--- src/rtl/uart_rx_os16_if.sv ---
// Receive-side UART bundle: serial line and parity controls in, recovered word and status out.
interface uart_rx_os16_if #(
    parameter int DATA_WIDTH = 8
);
    logic                  rx;
    logic                  parity_en;
    logic                  odd_r_even_parity;
    logic [DATA_WIDTH-1:0] data_out;
    logic                  done;
    logic                  parity_error;
    logic                  framing_error;
    logic                  busy;

    modport master (
        output rx, parity_en, odd_r_even_parity,
        input  data_out, done, parity_error, framing_error, busy
    );

    modport slave (
        input  rx, parity_en, odd_r_even_parity,
        output data_out, done, parity_error, framing_error, busy
    );
endinterface

--- src/rtl/uart_rx_os16.sv ---
// 16x-oversampling UART receiver: start validation, LSB-first data, optional parity, stop check.
// Define UART_RX_MAJORITY_EN to decide each bit by 2-of-3 vote over samples 6, 7 and 8.
module uart_rx_os16 #(
    parameter int SYS_CLK    = 40000000,
    parameter int BAUD_RATE  = 9600,
    parameter int DATA_WIDTH = 8
) (
    input  logic          clk,
    input  logic          rst,
    uart_rx_os16_if.slave rx_if
);
    localparam int DIV_RAW = SYS_CLK / (BAUD_RATE * 16);
    localparam int DIV     = (DIV_RAW < 1) ? 1 : DIV_RAW;
    localparam int TW      = (DIV > 1) ? $clog2(DIV) : 1;

    typedef enum logic [2:0] {IDLE, START, DATA, PARITY, STOP} state_t;

    state_t                state_reg;
    logic [TW-1:0]         tcnt_reg;
    logic [3:0]            sc_reg;
    logic [1:0]            sync_reg;
    logic                  rxs_prev_reg;
    logic [DATA_WIDTH-1:0] shift_reg;
    logic [3:0]            bit_cnt_reg;
    logic                  par_en_reg;
    logic                  par_odd_reg;
    logic                  par_flag_reg;
    logic [DATA_WIDTH-1:0] data_out_reg;
    logic                  done_reg;
    logic                  parity_error_reg;
    logic                  framing_error_reg;
    logic                  busy_reg;

    logic rxs;
    logic tick;
    logic mid;
    logic bit_val;

    assign rxs  = sync_reg[1];
    assign tick = (tcnt_reg == TW'(DIV - 1));
    // The tick that advances sc to 8 is the decision point of every bit.
    assign mid  = tick && (sc_reg == 4'd7);

`ifdef UART_RX_MAJORITY_EN
    logic s6_reg;
    logic s7_reg;

    always_ff @(posedge clk) begin
        if (!rst) begin
            s6_reg <= 1'b1;
            s7_reg <= 1'b1;
        end else if (tick) begin
            if (sc_reg == 4'd5) s6_reg <= rxs;
            if (sc_reg == 4'd6) s7_reg <= rxs;
        end
    end

    assign bit_val = (s6_reg & s7_reg) | (s6_reg & rxs) | (s7_reg & rxs);
`else
    assign bit_val = rxs;
`endif

    always_ff @(posedge clk) begin
        if (!rst) begin
            state_reg         <= IDLE;
            tcnt_reg          <= '0;
            sc_reg            <= '0;
            sync_reg          <= 2'b11;
            rxs_prev_reg      <= 1'b1;
            shift_reg         <= '0;
            bit_cnt_reg       <= '0;
            par_en_reg        <= 1'b0;
            par_odd_reg       <= 1'b0;
            par_flag_reg      <= 1'b0;
            data_out_reg      <= '0;
            done_reg          <= 1'b0;
            parity_error_reg  <= 1'b0;
            framing_error_reg <= 1'b0;
            busy_reg          <= 1'b0;
        end else begin
            sync_reg     <= {sync_reg[0], rx_if.rx};
            rxs_prev_reg <= rxs;
            done_reg     <= 1'b0;
            tcnt_reg     <= tick ? '0 : tcnt_reg + TW'(1);
            if (tick) sc_reg <= sc_reg + 4'd1;

            case (state_reg)
                IDLE: begin
                    // Edge-triggered arming: a line held low never re-arms.
                    if (rxs_prev_reg && !rxs) begin
                        tcnt_reg  <= '0;
                        sc_reg    <= '0;
                        busy_reg  <= 1'b1;
                        state_reg <= START;
                    end
                end
                START: begin
                    if (mid) begin
                        if (!bit_val) begin
                            bit_cnt_reg  <= '0;
                            par_en_reg   <= rx_if.parity_en;
                            par_odd_reg  <= rx_if.odd_r_even_parity;
                            par_flag_reg <= 1'b0;
                            state_reg    <= DATA;
                        end else begin
                            busy_reg  <= 1'b0;
                            state_reg <= IDLE;
                        end
                    end
                end
                DATA: begin
                    if (mid) begin
                        shift_reg <= {bit_val, shift_reg[DATA_WIDTH-1:1]};
                        if (bit_cnt_reg == 4'(DATA_WIDTH - 1))
                            state_reg <= par_en_reg ? PARITY : STOP;
                        else
                            bit_cnt_reg <= bit_cnt_reg + 4'd1;
                    end
                end
                PARITY: begin
                    if (mid) begin
                        par_flag_reg <= (bit_val != ((^shift_reg) ^ par_odd_reg));
                        state_reg    <= STOP;
                    end
                end
                STOP: begin
                    if (mid) begin
                        data_out_reg      <= shift_reg;
                        parity_error_reg  <= par_en_reg & par_flag_reg;
                        framing_error_reg <= ~bit_val;
                        done_reg          <= 1'b1;
                        busy_reg          <= 1'b0;
                        state_reg         <= IDLE;
                    end
                end
                default: begin
                    busy_reg  <= 1'b0;
                    state_reg <= IDLE;
                end
            endcase
        end
    end

    assign rx_if.data_out      = data_out_reg;
    assign rx_if.done          = done_reg;
    assign rx_if.parity_error  = parity_error_reg;
    assign rx_if.framing_error = framing_error_reg;
    assign rx_if.busy          = busy_reg;
endmodule

--- src/flat_wrapper.sv ---
// flat-port wrapper written by rule: the top's interface ports become plain ports
module uart_rx_os16_flat 
#(
    parameter int SYS_CLK    = 40000000,
    parameter int BAUD_RATE  = 9600,
    parameter int DATA_WIDTH = 8
)
  (clk, rst, rx_if_rx, rx_if_parity_en, rx_if_odd_r_even_parity, rx_if_data_out, rx_if_done, rx_if_parity_error, rx_if_framing_error, rx_if_busy);
  uart_rx_os16_if #(.DATA_WIDTH(DATA_WIDTH)) rx_if_i ();
  input  logic clk;
  input  logic rst;
  input wire logic [$bits(rx_if_i.rx)-1:0] rx_if_rx;
  input wire logic [$bits(rx_if_i.parity_en)-1:0] rx_if_parity_en;
  input wire logic [$bits(rx_if_i.odd_r_even_parity)-1:0] rx_if_odd_r_even_parity;
  output wire logic [$bits(rx_if_i.data_out)-1:0] rx_if_data_out;
  output wire logic [$bits(rx_if_i.done)-1:0] rx_if_done;
  output wire logic [$bits(rx_if_i.parity_error)-1:0] rx_if_parity_error;
  output wire logic [$bits(rx_if_i.framing_error)-1:0] rx_if_framing_error;
  output wire logic [$bits(rx_if_i.busy)-1:0] rx_if_busy;
  assign rx_if_i.rx = rx_if_rx;
  assign rx_if_i.parity_en = rx_if_parity_en;
  assign rx_if_i.odd_r_even_parity = rx_if_odd_r_even_parity;
  assign rx_if_data_out = rx_if_i.data_out;
  assign rx_if_done = rx_if_i.done;
  assign rx_if_parity_error = rx_if_i.parity_error;
  assign rx_if_framing_error = rx_if_i.framing_error;
  assign rx_if_busy = rx_if_i.busy;
  uart_rx_os16 #(.SYS_CLK(SYS_CLK), .BAUD_RATE(BAUD_RATE), .DATA_WIDTH(DATA_WIDTH)) u_core (.clk(clk), .rst(rst), .rx_if(rx_if_i));
endmodule
--- config.mk ---
export PLATFORM = sky130hd
export DESIGN_NAME = uart_rx_os16_flat
export DESIGN_NICKNAME = d
export VERILOG_FILES = /design/src/rtl/uart_rx_os16_if.sv /design/src/rtl/uart_rx_os16.sv /design/src/flat_wrapper.sv
export SDC_FILE = /design/constraint.sdc
export NUM_CORES = 1
export LEC_CHECK = 0
export ABC_AREA = 1
export ABC_CLOCK_PERIOD_IN_PS = 1500
export BUFFER_PORTS_ARGS = -buffer_cell sky130_fd_sc_hd__clkbuf_2
export CAP_MARGIN = 20
export CORE_MARGIN = 4
export CORE_UTILIZATION = 35
export CTS_CLUSTER_DIAMETER = 200
export DETAILED_ROUTE_END_ITERATION = 6
export GPL_ROUTABILITY_DRIVEN = 0
export SLEW_MARGIN = 20
export SYNTH_ARGS = -nofsm -noshare
export SYNTH_HDL_FRONTEND = slang
export SYNTH_SLANG_ARGS = --single-unit
--- constraint.sdc ---
create_clock -name clk -period 1.5 [get_ports clk]
set_clock_uncertainty 0.15 [all_clocks]
set_input_delay 0.075 -clock clk [delete_from_list [all_inputs] [get_ports clk]]
set_output_delay 0.075 -clock clk [all_outputs]
set_load 0.03 [all_outputs]
==> Implementation_results.wiki <==
{| class="wikitable"
! Metric !! Value
|-
| Worst reg2reg path endpoint || u_core.shift_reg[4]
|-
| Main flop type after synthesis || sky130_fd_sc_hd__dfxtp_1
|-
| Endpoints failing setup || 30
|-
| Row Count || 27
|-
| HPWL Detailed || 3160 um
|-
| Height of the chip || 84.9 um
|-
| Reg-to-reg critical path startpoint || u_core.tcnt_reg[0]
|-
| Initial core utilization || 36.9%
|-
| Cell chain of the critical path || ha_4, nand2_4, nor2_4, nand3_4, nor2_4, buf_6, o21ai_1, a21oi_1
|-
| Die area || 7210 um^2
|-
| Critical Path Max Stage Delay || 0.36 ns
|-
| Seq cells post-synth || 46
|-
| Portion of synthesized cell area occupied by the leading cell type || 44.5%
|-
| Library cell with the largest summed area after synthesis || sky130_fd_sc_hd__dfxtp_1
|-
| CTS HTree Levels || 2
|-
| Total wirelength of the detailed-routed design || 4650 um
|-
| Crit-path max FO || 7
|-
| Async set-or-reset flop fraction in the synthesized netlist || 0%
|-
| Final Max Tran Viols || 0
|-
| Worst Hold Launch || u_core.sync_reg[0]
|-
| CTS buffer count || 5
|-
| Clock slew at reported path FFs || 0.09 ns
|-
| Grt ovf || 0
|-
| CTS tree || done
|-
| Mapped Avg Cell Area || 7.39 um^2
|-
| Number of optimization iterations in the first detailed-route pass || 4
|-
| Count of buffers inserted at the top-level ports || 16
|-
| Number of failing hold endpoints at the final stage || 0
|-
| Outcome || finished with violations
|-
| Detailed router's first-iteration violation count || 76
|-
| WHS Endpoint || u_core.sync_reg[1]
|-
| Share of layout cells above drive strength 1 || 34.5%
|-
| Post-synthesis to final-layout area growth || 36.3%
|-
| Cell Area, Synth || 2070 um^2
|-
| Sequential share of the synthesized area || 44.5%
|-
| CTS max path bufs || 2
|-
| Number of max-cap violations || 0
|-
| Root Driver || sky130_fd_sc_hd__clkbuf_8
|-
| Leakage Power || 1.27 nW
|-
| Worst VDD drop || 900 uV
|-
| Worst EP arrival || 1.73 ns
|-
| Sink Count || 46
|-
| Gate count of the mapped netlist || 280
|-
| Cell depth of the worst hold path || 1
|-
| Pin count of the biggest net entering global routing || 17
|-
| Fraction of the cycle the final worst path needs || 109%
|-
| Capturing element type of the critical path || register
|-
| Most numerous cell on the critical path || sky130_fd_sc_hd__nor2_4
|-
| WP buf/inv || 1
|-
| Via density per instance || 4.58
|-
| Transition time at the pin with the least slew margin || 0.317 ns
|-
| Die Width || 84.9 um
|-
| CP Launch Type || register
|-
| Count of filler cells inserted in the layout || 555
|-
| Cell with the largest stage delay on the worst path || sky130_fd_sc_hd__dfxtp_2
|-
| Reg-to-reg slack, setup || -0.14 ns
|-
| Remaining antenna violation count || 0
|-
| Final critical delay including setup and external delays || 1.64 ns
|-
| CP Data Required Time || 1.59 ns
|-
| Unrepaired setup endpoints after global routing || yes
|-
| # diodes || 0
|-
| Number of flops mapped to enable cells by yosys || 0
|-
| Number of global-route vias before repair || 1817
|-
| Skew-Pair Late Insertion Delay || 0.30 ns
|-
| Detailed-route DRC error count || 0
|-
| Critical path type || reg -> reg
|-
| Net count of the finished layout || 349
|-
| Multi-input gate area || 1120 um^2
|-
| Max reg flops || 9
|-
| FF-to-FF path depth || 8
|-
| Total number of vias || 1898
|-
| Number of warnings reported in the yosys synthesis log || 0
|-
| Total area of sequential cells || 927 um^2
|-
| Number of antenna violations at the first check in global routing || 0
|-
| Peak clock frequency supported by timing || 0.611 GHz
|-
| Global-route wire length before repair || 7860 um
|-
| Yosys cell types || 31
|-
| Cell types with the largest area share after synthesis || sky130_fd_sc_hd__dfxtp_1 (44%), sky130_fd_sc_hd__nand2_1 (9.3%), sky130_fd_sc_hd__nor2_1 (7.4%)
|-
| Total routing resource utilization after global routing || 13.2%
|-
| Number of cells after detailed placement || 395
|-
| Cell class contributing the biggest share of worst-path delay || simple AND/OR/NAND/NOR gates
|-
| I/O pins || 17
|-
| P per Cell Area || 1080 nW/um^2
|-
| Finished Layout Cells || 414
|-
| Placeable core region || 5610 um^2
|-
| Mapped Nets || 288
|-
| Final design utilization || 50.3%
|-
| Violations in the final reports || setup timing
|-
| Final worst setup slack || -0.138 ns
|-
| Worst slew slack as a fraction of its limit || 78.9%
|-
| Avg WL per Cell || 11.2 um
|-
| Path category of the worst min-delay check || reg -> reg
|}
[report_power, final]
group	internal, mW	switching [mW]	total [mW]
logic	0.328	0.455	0.783
clock network	0.500	0.441	0.941
registers	1.28	0.0436	1.32
total	2.11	0.939	3.04
[through the flow]
step                      worst slack [ns]  area, um^2  total power [mW]  hold WS (ns)  setup TNS [ns]
after floorplan                    0.00333        2120              1.78        0.0316               0
after global placement             -0.0947        2490              1.99         0.123           -1.57
after detailed placement            -0.106        2490              2.00         0.117           -1.98
after CTS                          -0.0702        2700              2.97         0.269           -1.23
after global routing                -0.225        2820              3.24         0.279           -5.98
final                               -0.138        2820              3.04         0.267           -2.47
[repair_timing]
| action | in CTS | in global routing |
|---|---|---|
| setup buffers | 1 | 4 |
| gates resized for setup | 18 | 29 |
| hold endpoints to repair | 5 | 0 |
| cloned | 1 | 1 |
| hold buffers | 4 | 0 |
| endpoints found under the setup margin | 30 | 43 |
| pin swaps | 7 | 14 |
[worst max path at each step]
| stage | startpoint | endpoint | cells after the start |
|---|---|---|---|
| 2_1_floorplan | u_core.sc_reg[1] | u_core.state_reg[0] | 10 |
| 3_3_place_gp | u_core.sc_reg[1] | u_core.shift_reg[3] | 8 |
| 3_5_place_dp | u_core.tcnt_reg[1] | u_core.rx_if.framing_error | 8 |
| 4_1_cts | u_core.tcnt_reg[1] | u_core.bit_cnt_reg[2] | 8 |
| 5_1_grt | u_core.tcnt_reg[0] | u_core.rx_if.framing_error | 8 |
| 6_report | u_core.tcnt_reg[0] | u_core.shift_reg[4] | 8 |
[cell families (layout without fill, tap and decap cells)]
| group | after synthesis | after routing | share of synthesized area, % |
|---|---|---|---|
| adder cells (fa/ha/maj) | 3 | 3 | 1.81 |
| AO/OA/AOI/OAI | 49 | 49 | 12.6 |
| XOR/XNOR | 8 | 8 | 3.39 |
| flip-flops | 46 | 46 | 44.5 |
| buffers and inverters | 44 | 105 | 8.77 |
| AND/OR/NAND/NOR | 130 | 131 | 29.0 |
[synth_stat cells, types with 2 or more instances]
cell	count
sky130_fd_sc_hd__ha_1	3
sky130_fd_sc_hd__nor2_4	4
sky130_fd_sc_hd__buf_6	2
sky130_fd_sc_hd__nand2_2	3
sky130_fd_sc_hd__xnor2_1	3
sky130_fd_sc_hd__xor2_1	5
sky130_fd_sc_hd__nand2_1	51
sky130_fd_sc_hd__nor4_1	2
sky130_fd_sc_hd__nor2_1	41
sky130_fd_sc_hd__a21oi_1	23
sky130_fd_sc_hd__inv_1	37
sky130_fd_sc_hd__dfxtp_1	46
sky130_fd_sc_hd__o21ai_1	2
sky130_fd_sc_hd__o21ai_0	20
sky130_fd_sc_hd__inv_2	2
sky130_fd_sc_hd__nand3_1	12
sky130_fd_sc_hd__nor3_1	5
sky130_fd_sc_hd__or2_2	3
sky130_fd_sc_hd__nor2_2	4
[cells in the final DEF, fill, tap and decap left out, types with 10 or more instances in the layout]
cell type / instances
sky130_fd_sc_hd__dfxtp_1: 41
sky130_fd_sc_hd__nand3_1: 10
sky130_fd_sc_hd__clkbuf_2: 16
sky130_fd_sc_hd__buf_4: 32
sky130_fd_sc_hd__o21ai_2: 11
sky130_fd_sc_hd__nand2_1: 46
sky130_fd_sc_hd__inv_1: 35
sky130_fd_sc_hd__a21oi_1: 21
sky130_fd_sc_hd__nor2_1: 37
[cell type report]
type / count / area share (%)
Clock buffer: 5 / 2.44
Clock inverter: 3 / 1.55
Tap cell: 72 / 3.19
Sequential cell: 46 / 32.9
Timing Repair Buffer: 57 / 14.5
Multi-Input combinational cell: 191 / 39.9
Inverter: 40 / 5.54
[metal layers]
layer,GRT usage (%),routed length (um)
met1,16.5,2180
met2,22.4,2220
met3,3.20,195
met4,3.88,60
met5,0,0
No activity file was read; power rests on OpenSTA's default activity.
